<file path="config.mk">
export PLATFORM = sky130hd
export DESIGN_NAME = sort_frame_loader
export DESIGN_NICKNAME = d
export VERILOG_FILES = /design/src/rtl/sort_frame_loader_pkg.sv /design/src/rtl/sort_frame_loader.sv
export SDC_FILE = /design/constraint.sdc
export NUM_CORES = 1
export LEC_CHECK = 0
export ABC_AREA = 1
export CORE_ASPECT_RATIO = 1.75
export CORE_MARGIN = 5
export CORE_UTILIZATION = 29
export CTS_CLUSTER_DIAMETER = 80
export DETAILED_ROUTE_END_ITERATION = 10
export PLACE_DENSITY = 0.59
export SLEW_MARGIN = 20
export SYNTH_ARGS = -nofsm -noshare
export SYNTH_HDL_FRONTEND = slang
export SYNTH_SLANG_ARGS = --single-unit
</file>
<file path="constraint.sdc">
create_clock -name clk -period 1.9 [get_ports clk]
set_clock_uncertainty 0.2 [all_clocks]
set_input_delay 0.19 -clock clk [delete_from_list [all_inputs] [get_ports clk]]
set_output_delay 0.19 -clock clk [all_outputs]
set_load 0.01 [all_outputs]
</file>
<file path="src/rtl/sort_frame_loader_pkg.sv">
// Shared widths, pad value and FSM encoding for the sorter frame loader.
package sort_frame_loader_pkg;
    localparam int W  = 32;
    localparam int N  = 8;
    localparam int IW = $clog2(N);
    localparam logic [W-1:0] PAD_VALUE = 32'hFFFF_FFFF;

    typedef enum logic [1:0] {
        FILL = 2'd0,
        CLR  = 2'd1,
        ARM  = 2'd2,
        WAIT = 2'd3
    } state_e;
endpackage

</file>
<file path="src/rtl/sort_frame_loader.sv">
// Streams words into an 8-slot frame, pads short frames, then re-arms,
// starts and waits on the downstream 8-entry sorter.
module sort_frame_loader
    import sort_frame_loader_pkg::*;
(
    input  logic         clk,
    input  logic         rst_n,
    input  logic [W-1:0] s_data,
    input  logic         s_valid,
    input  logic         s_last,
    output logic         s_ready,
    output logic [W-1:0] d0,
    output logic [W-1:0] d1,
    output logic [W-1:0] d2,
    output logic [W-1:0] d3,
    output logic [W-1:0] d4,
    output logic [W-1:0] d5,
    output logic [W-1:0] d6,
    output logic [W-1:0] d7,
    output logic         sort_rst,
    output logic         sort_start,
    input  logic         sort_done,
    output logic [3:0]   frame_len,
    output logic         busy
);
    state_e                state_q, state_d;
    logic [IW-1:0]         idx_q;
    logic [N-1:0][W-1:0]   slot_q;
    logic [3:0]            frame_len_q;
    logic                  sort_rst_q, sort_start_q;
    logic                  xfer, frame_end;

    assign s_ready   = (state_q == FILL);
    assign busy      = (state_q != FILL);
    assign xfer      = s_valid && s_ready;
    assign frame_end = xfer && ((idx_q == IW'(N - 1)) || s_last);

    always_comb begin
        state_d = state_q;
        case (state_q)
            FILL:    if (frame_end) state_d = CLR;
            CLR:     state_d = ARM;
            ARM:     state_d = WAIT;
            WAIT:    if (sort_done) state_d = FILL;
            default: state_d = FILL;
        endcase
    end

    // Pulses are registered off the next state so each lines up with its state cycle.
    always_ff @(posedge clk or negedge rst_n) begin
        if (!rst_n) begin
            state_q      <= FILL;
            sort_rst_q   <= 1'b0;
            sort_start_q <= 1'b0;
        end else begin
            state_q      <= state_d;
            sort_rst_q   <= (state_d == CLR);
            sort_start_q <= (state_d == ARM);
        end
    end

    always_ff @(posedge clk or negedge rst_n) begin
        if (!rst_n) begin
            idx_q       <= '0;
            slot_q      <= '0;
            frame_len_q <= '0;
        end else if (xfer) begin
            slot_q[idx_q] <= s_data;
            idx_q         <= idx_q + 1'b1;
            if (frame_end) begin
                frame_len_q <= {1'b0, idx_q} + 4'd1;
                // Unused slots get the unsigned max so they sort to the top.
                for (int i = 0; i < N; i++)
                    if (IW'(i) > idx_q) slot_q[i] <= PAD_VALUE;
            end
        end else if (state_q == WAIT && sort_done) begin
            idx_q <= '0;
        end
    end

    assign sort_rst   = sort_rst_q;
    assign sort_start = sort_start_q;
    assign frame_len  = frame_len_q;
    assign d0 = slot_q[0];
    assign d1 = slot_q[1];
    assign d2 = slot_q[2];
    assign d3 = slot_q[3];
    assign d4 = slot_q[4];
    assign d5 = slot_q[5];
    assign d6 = slot_q[6];
    assign d7 = slot_q[7];
endmodule

</file>
==> flow_summary.ini <==
[die]
io_pins = 301
initial_core_util = 0.2936
core_sq_um = 36770
die_y_um = 265.3
die_w_um = 155.9
dieArea_sq_um = 41340
rows = 93

[logic_synthesis]
synth-seq-cells = 267
synth_cell_types = 19
yosys_warnings = 0
synth_top_area_cell = dfrtp_1
seq_area_frac_synth = 0.6188
synthXorXnorAreaFrac = 0
synth_nets = 1269
muxShareOfSynthArea = 0
synthAdderAreaFrac = 0.004636
ys_async_sr_fraction = 1.000
synthesis.area_sq_um = 10800
synth_area_leaders = dfrtp_1, nand2_1, nand3_1
syn_inst = 1228
synth_top_area_frac = 0.6188
synthSimpleGateAreaFrac = 0.3078
synth_edf_count = 0
synth_common_cells = nand2_1, dfrtp_1, nand3_1, clkbuf_1, o21ai_0
synth_flop_cell = dfrtp_1
syn_avg_cell_area_sq_um = 8.792
synth_compound_area_frac = 0.01970
synth_top_family_by_area = simple AND/OR/NAND/NOR gates
yosysMostFrequentCell = nand2_1

[global_routing]
grt_overflow_total = 0
grt_pass1_wl_mm = 65.37
antenna_found_initial = 1
grt_usage = 0.2086
grt_pass1_vias = 9948
grt_max_degree = 53

[clock_network]
cts_buffers = 26
cts.htree.levels = 1
clockBufferDepth = 3
cts_root_buf = clkbuf_16
insertion_delay_ns = 0.53
clk_pin_slew_ns = 0.07
clock_sinks = 267
tritoncts = yes

[run_status]
status = completed

[detailed_routing]
vias_per_cell = 4.835
wl_per_cell_um = 21.92
drt-total-wl_mm = 44.55
drt_iter0_drc = 751
drcViolationCount = 0
dr.pass1.iters = 5
antenna_left = 0
via_count = 9824

[finish]
fin_util = 0.4369
nFillCells = 3588
multi_input_area_sq_um = 3710
drive_above_1_share = 0.1041
nNetsFinal = 1579
regArea_sq_um = 6684
syn_to_final_growth_pct = 48.81

[hold_path]
min_from = sort_done
hold_class = input pin to flop

[timing]
fin_hold_ws_ns = 0.1328
max_slew_margin = 0.5931
fmax_mhz = 532.4
period_minus_slack_ns = 1.878
fin_ws_ns = 0.02169
rsz0062_at_grt = true
worst_pin_slew_ns = 0.6084
hold_viol_final = 0
slew_violations = 0
setup_viol = 0
finalCritPeriodShare = 0.9886

[place]
post-place-ws_ns = -0.1319
hpwl_mm = 31.51
io_buffer_count = 300
gp_congestion = 0.8490

[pwr]
finalPower_w = 0.02572
p_leak_nw = 7.325
irDropWorstVdd_v = 0.0007572
power.density_nw_per_um2 = 1601

[setup_path]
crit_type = flop to primary output
cp_slowest_stage_delay_ns = 0.60
cp-startpoint = d0[26]
start_kind = flop
end_kind = primary output
critPathTopFamily = buffers and inverters
timing.rr.start = idx_q[0]
crit_required_ns = 1.51
worst_ep_arrival_time_ns = 1.49
path_cells = clkdlybuf4s50_1
worst-path-buf-inv = 1
critPathSlowestCell = clkdlybuf4s50_1
r2r_slack_ns = 0.06
crit_fanout = 2

[run]
drv_cap = 0
[kinds of logic (layout without fill, tap and decap cells)]
family,after synthesis,in the layout
other cells,0,1
compound gates,42,42
flops,267,267
simple gates,787,788
buf+inv,128,455
fa+ha+maj,4,4
[metrics by stage]
stage               setup TNS [ns]  cell area [sq um]  instances
floorplan                        0              10800       1228
global placement            -7.990              14940       1974
CTS                       -0.02995              15800       2024
global route              -0.03350              16070       2032
finish                           0              16070       2032
detailed placement          -10.61              14940       1974
[where the power goes]
part	internal, W	leakage, nW	switching (W)
clock	0.00300	0.423	0.00227
sequential	0.00809	2.74	0.00145
combinational	0.00548	4.16	0.00544
total	0.0166	7.33	0.00916
[path summary, 6_finish.rpt]
check / end / cells past startpoint
worst min register to register: d3[24] / 2
worst min-delay path: state_q[0] / 4
worst max-delay path: d0[26] / 1
worst max register to register: d3[29] / 7
min in group asynchronous: d7[16] / 3
max in group asynchronous: d7[22] / 4
[sequential cells by signal, indices dropped and copies added, names as in the netlist]
| name | flops |
|---|---|
| sort_rst | 1 |
| idx_q | 3 |
| d7 | 32 |
| state_q | 2 |
| frame_len | 4 |
| d2 | 32 |
| d6 | 32 |
| d0 | 32 |
| d3 | 32 |
| d5 | 32 |
| d1 | 32 |
| d4 | 32 |
| sort_start | 1 |
[final cells by class]
| type | instances | area share |
|---|---|---|
| diodes | 1 | 0.0001558 |
| clock buffers | 39 | 0.04922 |
| clock inverters | 7 | 0.003894 |
| inverters | 17 | 0.004361 |
| multi-input cells | 834 | 0.2309 |
| flip-flops and latches | 267 | 0.4160 |
| well taps | 475 | 0.03699 |
| repair buffers | 392 | 0.2585 |
[cells in the final DEF, fill, tap and decap left out, drive strengths merged]
cell and count:
inv 16, dfrtp 267, clkdlybuf4s50 213, ha 4, clkdlybuf4s15 1, buf 90
o21ai 39, a21oi 1, dlygate4sd2 49, diode 1, nor3 1, bufinv 1
clkbuf 41, nand2 502, nand4 3, nor2 18, dlygate4sd3 2, clkinvlp 2
o22ai 2, clkinv 5, nand3 264, dlymetal6s2s 35
[timing repair]
item	4_1_cts	5_1_grt
hold buffers	2	0
hold endpoints to repair	267	0
pin swaps	2	5
gates cloned	0	4
buffers inserted	2	3
setup endpoints to repair	80	257
gates resized for setup	61	58
[tightest hold or removal path, cell delays in order]
cell             delay, ns
clkdlybuf4s50_1       0.43
nand2_1               0.08
nand2_1               0.06
nand2_1               0.07
[routing by layer]
layer,up-vias,share of wire,GRT usage
met5,-,0,0
met4,0,0.057,0.1009
met3,98,0.051,0.02686
met2,363,0.53,0.3767
met1,4819,0.36,0.2408
li1,4544,-,-
Note: power is estimated with default switching activity, not from simulation.
